<file path="src/rtl/riscv_pkg.sv">
// Shared opcode constants, PC sequencer state encoding and PC increment step.
package riscv_pkg;

    localparam logic [6:0] OPC_HALT   = 7'b1111111;
    localparam logic [6:0] OPC_BRANCH = 7'b1100011;
    localparam logic [6:0] OPC_RTYPE  = 7'b0110011;

    localparam int unsigned PC_INC = 4;

    typedef enum logic [1:0] {
        RUN    = 2'd0,
        HALTED = 2'd1,
        ERROR  = 2'd2
    } pc_state_e;

endpackage

</file>
<file path="src/rtl/pc_next_calc.sv">
// Combinational next-PC selection: sequential increment or pc-relative branch target.
module pc_next_calc
    import riscv_pkg::*;
#(
    parameter int unsigned ADDR_W = 32
) (
    input  logic [ADDR_W-1:0] pc,
    input  logic              branch_taken,
    input  logic [ADDR_W-1:0] branch_offset,
    output logic [ADDR_W-1:0] next_pc,
    output logic              misaligned
);

    logic [ADDR_W-1:0] target;

    // Both sums wrap modulo 2^ADDR_W by construction.
    assign target     = pc + branch_offset;
    assign next_pc    = branch_taken ? target : pc + ADDR_W'(PC_INC);
    assign misaligned = branch_taken && (target[1:0] != 2'b00);

endmodule

</file>
<file path="src/rtl/pc_sequencer.sv">
// Program-counter stage: owns the fetch PC, stops on halt or misaligned branch, counts cycles/retires.
module pc_sequencer
    import riscv_pkg::*;
#(
    parameter int unsigned       ADDR_W   = 32,
    parameter logic [ADDR_W-1:0] RESET_PC = '0,
    parameter int unsigned       CNT_W    = 32,
    parameter logic [6:0]        HALT_OPC = OPC_HALT
) (
    input  logic              clk,
    input  logic              rst_n,
    input  logic [31:0]       instruction,
    input  logic              stall,
    input  logic              branch_taken,
    input  logic [ADDR_W-1:0] branch_offset,
    output logic [ADDR_W-1:0] pc,
    output logic              halted,
    output logic              error,
    output logic [CNT_W-1:0]  cycle_cnt,
    output logic [CNT_W-1:0]  instr_cnt
);

    pc_state_e         state, state_d;
    logic [ADDR_W-1:0] pc_d;
    logic              halted_d, error_d;
    logic [CNT_W-1:0]  cycle_d, instr_d;
    logic [ADDR_W-1:0] next_pc;
    logic              misaligned;

    // Only the opcode field matters to this stage.
    logic unused_instr_bits;
    assign unused_instr_bits = ^instruction[31:7];

    pc_next_calc #(
        .ADDR_W (ADDR_W)
    ) u_next (
        .pc            (pc),
        .branch_taken  (branch_taken),
        .branch_offset (branch_offset),
        .next_pc       (next_pc),
        .misaligned    (misaligned)
    );

    always_ff @(posedge clk or negedge rst_n) begin
        if (!rst_n) begin
            state     <= RUN;
            pc        <= RESET_PC;
            halted    <= 1'b0;
            error     <= 1'b0;
            cycle_cnt <= '0;
            instr_cnt <= '0;
        end else begin
            state     <= state_d;
            pc        <= pc_d;
            halted    <= halted_d;
            error     <= error_d;
            cycle_cnt <= cycle_d;
            instr_cnt <= instr_d;
        end
    end

    // Priority in RUN: halt, stall, branch (with alignment check), sequential.
    always_comb begin
        state_d  = state;
        pc_d     = pc;
        halted_d = halted;
        error_d  = error;
        cycle_d  = cycle_cnt;
        instr_d  = instr_cnt;
        case (state)
            RUN: begin
                if (cycle_cnt != '1) begin
                    cycle_d = cycle_cnt + CNT_W'(1);
                end
                if (instruction[6:0] == HALT_OPC) begin
                    state_d  = HALTED;
                    halted_d = 1'b1;
                end else if (!stall) begin
                    if (misaligned) begin
                        state_d = ERROR;
                        error_d = 1'b1;
                    end else begin
                        pc_d = next_pc;
                        if (instr_cnt != '1) begin
                            instr_d = instr_cnt + CNT_W'(1);
                        end
                    end
                end
            end
            default: ;
        endcase
    end

endmodule

</file>
<file path="config.mk">
export PLATFORM = sky130hd
export DESIGN_NAME = pc_sequencer
export DESIGN_NICKNAME = d
export VERILOG_FILES = /design/src/rtl/riscv_pkg.sv /design/src/rtl/pc_next_calc.sv /design/src/rtl/pc_sequencer.sv
export SDC_FILE = /design/constraint.sdc
export NUM_CORES = 1
export LEC_CHECK = 0
export ABC_AREA = 1
export BUFFER_PORTS_ARGS = -buffer_cell sky130_fd_sc_hd__clkbuf_2
export CORE_AREA = 5 5 143 145
export DETAILED_ROUTE_END_ITERATION = 16
export DIE_AREA = 0 0 148 150
export HOLD_SLACK_MARGIN = 0.03
export PLACE_DENSITY = 0.65
export RECOVER_POWER = 50
export SYNTH_ARGS = -nofsm -noshare
export SYNTH_HDL_FRONTEND = slang
export SYNTH_SLANG_ARGS = --single-unit
</file>
<file path="constraint.sdc">
create_clock -name clk -period 3.79 [get_ports clk]
set_input_delay 0.758 -clock clk [delete_from_list [all_inputs] [get_ports clk]]
set_output_delay 0.758 -clock clk [all_outputs]
set_load 0.005 [all_outputs]
</file>
==> impl_metrics.json, run 1 <==
{
  "outcome": "finished, final reports clean",
  "setup.worst_path.class": "input port to flip-flop",
  "cts_hold_buf": 0,
  "grt_pass1_wl_mm": 40.29,
  "routabilityCongestion": 0.9152,
  "crit_path_end_kind": "flip-flop",
  "setup_viol": 0,
  "final_common_cell": "nand2_1",
  "min_path_type": "input port to async pin",
  "ys_types": 46,
  "num_rows": 51,
  "crit_fanout": 35,
  "clk_pin_slew_worst_paths_ns": 0.07,
  "synth-seq-cells": 100,
  "finalSetupTns_ns": 0,
  "initial_utilization": 0.4470,
  "antenna_cells": 0,
  "via_per_inst": 5.119,
  "syn_to_final_growth_pct": 14.33,
  "core_area_um2": 19080,
  "yosysSeqAreaShare": 0.2934,
  "grt_pass1_vias": 8190,
  "grt_max_degree": 53,
  "io_buffers": 140,
  "numCtsBuffers": 9,
  "timing.slew.headroom": 0.1394,
  "fp.dieW_um": 148,
  "finalWorstSetupSlack_ns": 1.017,
  "cts_tree": "built",
  "required_ns": 3.99,
  "yosysWarnings": 0,
  "finalPower_mw": 2.729,
  "fin_util": 0.5111,
  "startpoint_type": "input port",
  "synth_area_per_cell_um2": 6.323,
  "rsz0062_at_grt": "no",
  "fin_cells": 1727,
  "die_y_um": 150,
  "synth_nets": 1452,
  "drt-initial-drc-count": 454,
  "slew_violations": 0,
  "finalCriticalPeriod_ns": 2.773,
  "dp.final_hpwl_mm": 19.59,
  "layout_common_cells": "nand2_1 (497), inv_1 (198), nor2_1 (118)",
  "design_area_um2": 9752,
  "detail-route-antenna-nets": 0,
  "cts_buffer_depth": 2,
  "finClkSkew_ns": 0.006738,
  "synthCells": 1349,
  "ios": 166,
  "gr-total-overflow": 0,
  "use_met2": 0.3864,
  "wirelength_mm": 24.85,
  "fillers": 2016,
  "antenna_found_initial": 0,
  "htreeDepth": 3,
  "nets": 1587,
  "cts.sinks": 100,
  "p_per_area_nw_per_um2": 279.8,
  "place_inst": 1711,
  "p_leak_nw": 5.266,
  "drc": 0,
  "clk_latency_ns": 0.34,
  "critPathArrivalTime_ns": 2.97,
  "finalCritPeriodShare": 0.7317,
  "ir_worst_vdd_mv": 0.1575,
  "grt.met1_usage": 0.2970,
  "met3_usage": 0.02241,
  "place_worst_setup_slack_ns": 0.6506,
  "cts_root_buf": "clkbuf_16",
  "firstDrtPassIters": 5,
  "grt-busiest-layer": "met2",
  "postCtsSetupBuffers": 0,
  "fin_hold_ws_ns": 0.4406,
  "drive_above_1_share": 0.1061,
  "max_freq_mhz": 360.6,
  "maxCapViolCount": 0,
  "finalHoldViolCount": 0,
  "vias": 8841,
  "placed_cell_area_um2": 9440,
  "die-area_um2": 22200,
  "syn_area_um2": 8529,
  "cts_resized": 0,
  "worst_slew_pin_slew_ns": 1.291,
  "grt_usage": 0.2222,
  "wl_per_cell_um": 14.39
}
[report_power, final]
part / internal, mW / switching [mW]
Combinational: 0.176 / 0.330
Clock: 0.685 / 0.419
Sequential: 1.08 / 0.0368
[worst max-delay path, cell delays in order]
cell      delay, ns
clkbuf_2       0.08
ha_1           0.19
inv_1          0.06
fa_1           0.47
a21oi_1        0.08
nand3b_4       0.20
inv_4          0.22
nand2_2        0.24
inv_2          0.49
o21ai_0        0.16
[cell usage after synthesis, drive strengths merged]
cell / number / area share
nor3b: 5 / 0.0044
nand3b: 6 / 0.0067
o21a: 1 / 0.00088
ha: 34 / 0.050
o211ai: 2 / 0.0018
nor4: 5 / 0.0037
a21oi: 44 / 0.026
a2bb2oi: 2 / 0.0021
or2: 2 / 0.0015
buf: 16 / 0.013
inv: 202 / 0.089
fa: 1 / 0.0023
and3: 3 / 0.0022
nor3: 43 / 0.028
dfrtp: 100 / 0.29
a31oi: 1 / 0.00073
a21o: 2 / 0.0018
o21ai: 37 / 0.022
o21bai: 2 / 0.0018
nor2: 124 / 0.056
clkbuf: 4 / 0.0029
a22oi: 6 / 0.0053
a21boi: 16 / 0.015
o22ai: 2 / 0.0015
xnor2: 23 / 0.024
nand3: 87 / 0.052
and2: 3 / 0.0022
nand2: 501 / 0.22
xor2: 46 / 0.047
nand4: 29 / 0.021
[routing by layer]
layer,vias to the layer above,share of wire
li1,4519,-
met1,4039,0.45
met4,0,0.017
met5,-,0
met3,31,0.048
met2,252,0.48
[sequential cells by signal, summed over array words and instances, names as in the netlist]
register / count
halted: 1
error: 1
pc: 32
cycle_cnt: 32
state: 2
instr_cnt: 32
[worst paths after layout]
check	from	end	slack, ns	cells past startpoint
max	branch_offset[0]	instr_cnt[27]$_DFFE_PN0P_	1.02	10
min	rst_n	cycle_cnt[7]$_DFFE_PN0P_	0.44	1
max reg2reg	pc[0]$_DFFE_PN0P_	instr_cnt[27]$_DFFE_PN0P_	1.13	9
min reg2reg	state[0]$_DFFE_PN0P_	state[0]$_DFFE_PN0P_	0.47	2
max in group asynchronous	rst_n	instr_cnt[25]$_DFFE_PN0P_	1.66	2
min in group clk	state[0]$_DFFE_PN0P_	state[0]$_DFFE_PN0P_	0.47	2
[final cells by class]
type	instances	area, um^2	area share
Clock buffer	11	252.7	0.02592
Sequential cell	100	2502	0.2566
Timing Repair Buffer	144	698.2	0.07159
Tap cell	238	297.8	0.03054
Inverter	202	760.7	0.07801
Multi-Input combinational cell	1027	5134	0.5264
Clock inverter	5	106.4	0.01091
[cell families after synthesis]
| group | synth area share |
|---|---|
| AND/OR/NAND/NOR | 0.4011 |
| buffers and inverters | 0.1047 |
| AO/OA/AOI/OAI | 0.07774 |
| flip-flops | 0.2934 |
| XOR/XNOR | 0.07085 |
| adder cells (fa/ha/maj) | 0.05222 |
No activity file was read; power rests on OpenSTA's default activity.
==> run 2: changes to the inputs <==
==> constraint.sdc (replaced) <==
create_clock -name clk -period 2.7 [get_ports clk]
set_input_delay 0.54 -clock clk [delete_from_list [all_inputs] [get_ports clk]]
set_output_delay 0.54 -clock clk [all_outputs]
set_load 0.005 [all_outputs]
==> impl_metrics.json, run 2 (synthesis results as in run 1) <==
{
  "grt_usage": 0.2298,
  "fillers": 2027,
  "die-area_um2": 22200,
  "cts_tree": "built",
  "cpPeakStageDelay_ns": 0.48,
  "max_freq_mhz": 414.6,
  "top_layer": "met4",
  "setup.worst_path.class": "flip-flop to flip-flop",
  "cts_buffer_depth": 2,
  "critPathArrivalTime_ns": 2.61,
  "cts.sinks": 100,
  "met1_length_mm": 11.75,
  "finalSetupTns_ns": 0,
  "timing.slew.headroom": -0.3860,
  "multi_input_area_um2": 5134,
  "fin_cells": 1742,
  "finClkSkew_ns": 0.01172,
  "wl_met3_mm": 1.033,
  "p_per_area_nw_per_um2": 384.9,
  "antenna_cells": 0,
  "place_worst_setup_slack_ns": 0.04280,
  "failed_checks": "max-capacitance violations, max-slew violations",
  "maxCapViolCount": 1,
  "clk_pin_slew_worst_paths_ns": 0.07,
  "detail-route-antenna-nets": 0,
  "drive_above_1_share": 0.1137,
  "finalCritPeriodShare": 0.8933,
  "setup_viol": 0,
  "crit_fanout": 35,
  "wirelength_mm": 25.23,
  "ir_worst_vdd_mv": 0.2364,
  "fp.dieW_um": 148,
  "finalCriticalPeriod_ns": 2.412,
  "core_area_um2": 19080,
  "startpoint_type": "flip-flop",
  "gr-total-overflow": 0,
  "regArea_um2": 2502,
  "cts_hold_buf": 0,
  "final_common_cell": "nand2_1",
  "crit_chain": "ha_1 -> inv_1 -> fa_1 -> a21oi_1 -> nand3b_4 -> inv_4 -> nand2_2 -> inv_2 -> o21ai_0",
  "finalPower_mw": 3.801,
  "io_buffers": 140,
  "postCtsSetupBuffers": 0,
  "min_path_type": "flip-flop to flip-flop",
  "cpMaxStageDelayCell": "fa_1",
  "wl_per_cell_um": 14.48,
  "grt_pass1_vias": 8315,
  "top_regs": "cycle_cnt (32), instr_cnt (32), pc (32)",
  "finalWorstSetupSlack_ns": 0.2882,
  "nets": 1603,
  "finalHoldViolCount": 0,
  "antenna_found_initial": 0,
  "firstDrtPassIters": 5,
  "syn_to_final_growth_pct": 15.80,
  "die_y_um": 150,
  "dp.final_hpwl_mm": 20.14,
  "clk_latency_ns": 0.34,
  "place_inst": 1727,
  "slew_violations": 38,
  "outcome": "finished with violations",
  "cts_resized": 0,
  "required_ns": 2.90,
  "numCtsBuffers": 9,
  "htreeDepth": 3,
  "routabilityCongestion": 0.9204,
  "cts_root_buf": "clkbuf_16",
  "ios": 166,
  "drt-initial-drc-count": 553,
  "rsz0062_at_grt": "no",
  "layout_common_cells": "nand2_1 (497), inv_1 (198), nor2_1 (118)",
  "p_leak_nw": 5.341,
  "num_rows": 51,
  "worst_slew_pin_slew_ns": 2.079,
  "vias": 8798,
  "wl_met2_mm": 11.89,
  "crit_path_end_kind": "flip-flop",
  "grt_max_degree": 44,
  "via_per_inst": 5.051,
  "grt_pass1_wl_mm": 41.41,
  "initial_utilization": 0.4470,
  "drc": 0
}
## run 2: cell types whose count changed in the layout (fill, tap and decap cells not counted)
cell	delta
clkbuf_2	-1
clkbuf_1	+2
clkbuf_8	-1
clkbuf_4	+1
inv_6	-1
buf_12	+2
buf_4	+13
## run 2: report_power, final
group          switching [mW]  internal [mW]  leakage (nW)
Clock                   0.573          0.928         0.162
Sequential             0.0420           1.52          1.24
Combinational           0.477          0.261          3.93
Total                    1.09           2.71          5.34
## run 2: stage by stage
step	hold slack (ns)	utilization	instance area, um^2
2_1_floorplan	0.2444	-	8529
3_3_place_gp	0.4486	0.5017	9573
3_5_place_dp	0.4510	0.5017	9573
4_1_cts	0.1741	0.5196	9913
5_1_grt	0.4808	0.5177	9877
6_report	0.4657	0.5177	9877
## run 2: final timing paths
path                                 startpoint  slack (ns)                         to  cells past startpoint
min in group asynchronous                 rst_n        0.79  cycle_cnt[10]$_DFFE_PN0P_                      1
setup / recovery              pc[0]$_DFFE_PN0P_        0.29   instr_cnt[1]$_DFFE_PN0P_                      9
hold reg to reg            state[1]$_DFFE_PN0P_        0.47       state[1]$_DFFE_PN0P_                      2
hold / removal             state[1]$_DFFE_PN0P_        0.47       state[1]$_DFFE_PN0P_                      2
max in group asynchronous                 rst_n        0.52  instr_cnt[27]$_DFFE_PN0P_                      2
setup reg to reg              pc[0]$_DFFE_PN0P_        0.29   instr_cnt[1]$_DFFE_PN0P_                      9
## run 2: layout make-up
class,count,share of cell area
clock buffers,11,0.02458
clock inverters,4,0.009881
inverters,202,0.07702
multi-input cells,1027,0.5198
flip-flops and latches,100,0.2534
well taps,238,0.03015
repair buffers,160,0.08525
## run 2: worst max-delay path: cells and delay by family (launching register included)
kind                       cells  cell delay, ns
adders and majority gates      2            0.69
buffers and inverters          3            0.66
DFF                            1            0.37
and+or+nand+nor                2            0.28
AOI/OAI and AO/OA              2            0.26
## run 2: per-layer routing
layer  track usage  vias to the layer above
met5             0                        -
met4       0.07021                        0
met3       0.02211                       32
met2        0.3916                      208
met1        0.3101                     4002
li1              -                     4556
==> run 3: changes to the inputs <==
--- a/config.mk
+++ b/config.mk
@@ -13,6 +13,7 @@
 export HOLD_SLACK_MARGIN = 0.03
 export PLACE_DENSITY = 0.65
 export RECOVER_POWER = 50
+export REMOVE_ABC_BUFFERS = 1
 export SYNTH_ARGS = -nofsm -noshare
 export SYNTH_HDL_FRONTEND = slang
 export SYNTH_SLANG_ARGS = --single-unit
==> impl_metrics.json, run 3 (synthesis results as in run 1) <==
{
  "clk_latency_ns": 0.34,
  "crit_path_end_kind": "flip-flop",
  "io_buffers": 140,
  "clk_pin_slew_worst_paths_ns": 0.08,
  "startpoint_type": "flip-flop",
  "antenna_cells": 0,
  "drive_above_1_share": 0.1166,
  "fin_hold_ws_ns": 0.4700,
  "wirelength_mm": 25.84,
  "grt_max_degree": 46,
  "wl_per_cell_um": 14.79,
  "maxCapViolCount": 1,
  "setup_viol": 0,
  "cts_root_buf": "clkbuf_16",
  "timing.slew.headroom": -0.3666,
  "vias": 8926,
  "grt_usage": 0.2320,
  "grt_pass1_vias": 8368,
  "critPathArrivalTime_ns": 2.72,
  "fin_cells": 1747,
  "cpPeakStageDelay_ns": 0.47,
  "required_ns": 2.98,
  "p_per_area_nw_per_um2": 361.1,
  "place_inst": 1731,
  "min_path_type": "flip-flop to flip-flop",
  "crit_fanout": 35,
  "dp.final_hpwl_mm": 20.91,
  "die_y_um": 150,
  "initial_utilization": 0.4470,
  "outcome": "finished with violations",
  "setup.worst_path.class": "flip-flop to flip-flop",
  "detail-route-antenna-nets": 0,
  "design_area_um2": 9831,
  "grt_pass1_wl_mm": 41.80,
  "firstDrtPassIters": 5,
  "p_leak_nw": 5.330,
  "finalCriticalPeriod_ns": 2.443,
  "numCtsBuffers": 9,
  "slew_violations": 39,
  "failed_checks": "max-capacitance violations, max-slew violations",
  "postCtsSetupBuffers": 0,
  "top_regs": "cycle_cnt (32), instr_cnt (32), pc (32)",
  "ios": 166,
  "ir_worst_vdd_mv": 0.2420,
  "finClkSkew_ns": 0.01129,
  "layout_common_cells": "nand2_1 (497), inv_1 (198), nor2_1 (118)",
  "syn_to_final_growth_pct": 15.26,
  "cts_hold_buf": 0,
  "fillers": 2021,
  "htreeDepth": 3,
  "antenna_found_initial": 0,
  "fp.dieW_um": 148,
  "finalCritPeriodShare": 0.9047,
  "final_common_cell": "nand2_1",
  "placed_cell_area_um2": 9590,
  "cts_tree": "built",
  "finalHoldViolCount": 0,
  "gr-total-overflow": 0,
  "core_area_um2": 19080,
  "drt-initial-drc-count": 551,
  "cts.sinks": 100,
  "via_per_inst": 5.109,
  "routabilityCongestion": 0.9503,
  "nets": 1607,
  "rsz0062_at_grt": "no",
  "cts_buffer_depth": 2,
  "max_freq_mhz": 409.4,
  "cpMaxStageDelayCell": "fa_1",
  "worst_slew_pin_slew_ns": 2.050,
  "die-area_um2": 22200,
  "drc": 0,
  "finalSetupTns_ns": 0,
  "cts_resized": 0,
  "num_rows": 51,
  "crit_chain": "ha_1 -> inv_1 -> fa_1 -> a21oi_1 -> nand3b_4 -> inv_4 -> nand2_2 -> inv_2 -> nand3_1 -> nand2_1",
  "r2r_slack_ns": 0.26,
  "finalPower_mw": 3.550
}
## run 3: cell count changes in the layout (fill, tap and decap cells not counted)
cell / before / now
buf_4: 17 / 22
bufinv_16: 3 / 0
clkinv_2: 0 / 2
clkinv_4: 0 / 2
buf_12: 2 / 1
buf_2: 0 / 1
clkbuf_4: 1 / 0
clkinvlp_4: 1 / 0
inv_6: 0 / 1
## run 3: final timing paths
kind / start / to / cells past startpoint
worst max-delay path: pc[0]$_DFFE_PN0P_ / instr_cnt[2]$_DFFE_PN0P_ / 10
worst min-delay path: state[1]$_DFFE_PN0P_ / state[1]$_DFFE_PN0P_ / 2
worst max register to register: pc[0]$_DFFE_PN0P_ / instr_cnt[2]$_DFFE_PN0P_ / 10
worst min register to register: state[1]$_DFFE_PN0P_ / state[1]$_DFFE_PN0P_ / 2
max in group asynchronous: rst_n / instr_cnt[22]$_DFFE_PN0P_ / 2
min in group asynchronous: rst_n / cycle_cnt[7]$_DFFE_PN0P_ / 1
## run 3: report_power, final
group,switching [mW],internal [mW]
combinational,0.480,0.263
sequential,0.0412,1.52
clock,0.590,0.655
total,1.11,2.44
## run 3: layer usage
| metal | vias to the layer above | share of wire | GRT usage |
|---|---|---|---|
| met2 | 287 | 0.47 | 0.3960 |
| met3 | 37 | 0.059 | 0.02241 |
| li1 | 4572 | - | - |
| met4 | 0 | 0.024 | 0.07483 |
| met5 | - | 0 | 0 |
| met1 | 4030 | 0.45 | 0.3107 |
## run 3: worst max-delay path: cells and delay by family (launching register included)
family,cells,cell delay (ns)
DFF,1,0.37
and+or+nand+nor,4,0.52
buffers and inverters,3,0.67
adders and majority gates,2,0.70
AOI/OAI and AO/OA,1,0.08
## run 3: through the flow
stage | util | setup slack (ns)
CTS | 0.5173 | 0.2639
floorplan | - | -0.1172
global route | 0.5152 | 0.01507
finish | 0.5152 | 0.2573
detailed placement | 0.5027 | 0.03506
global placement | 0.5027 | 0.06890
## run 3: layout make-up
cell class                 count  area [um^2]  area share
multi-input combinational   1027         5134      0.5222
sequential                   100         2502      0.2546
timing repair buffer         164        857.1     0.08718
inverter                     202        760.7     0.07738
tap                          238        297.8     0.03029
clock buffer                  11        242.7     0.02469
clock inverter                 5        36.28    0.003691
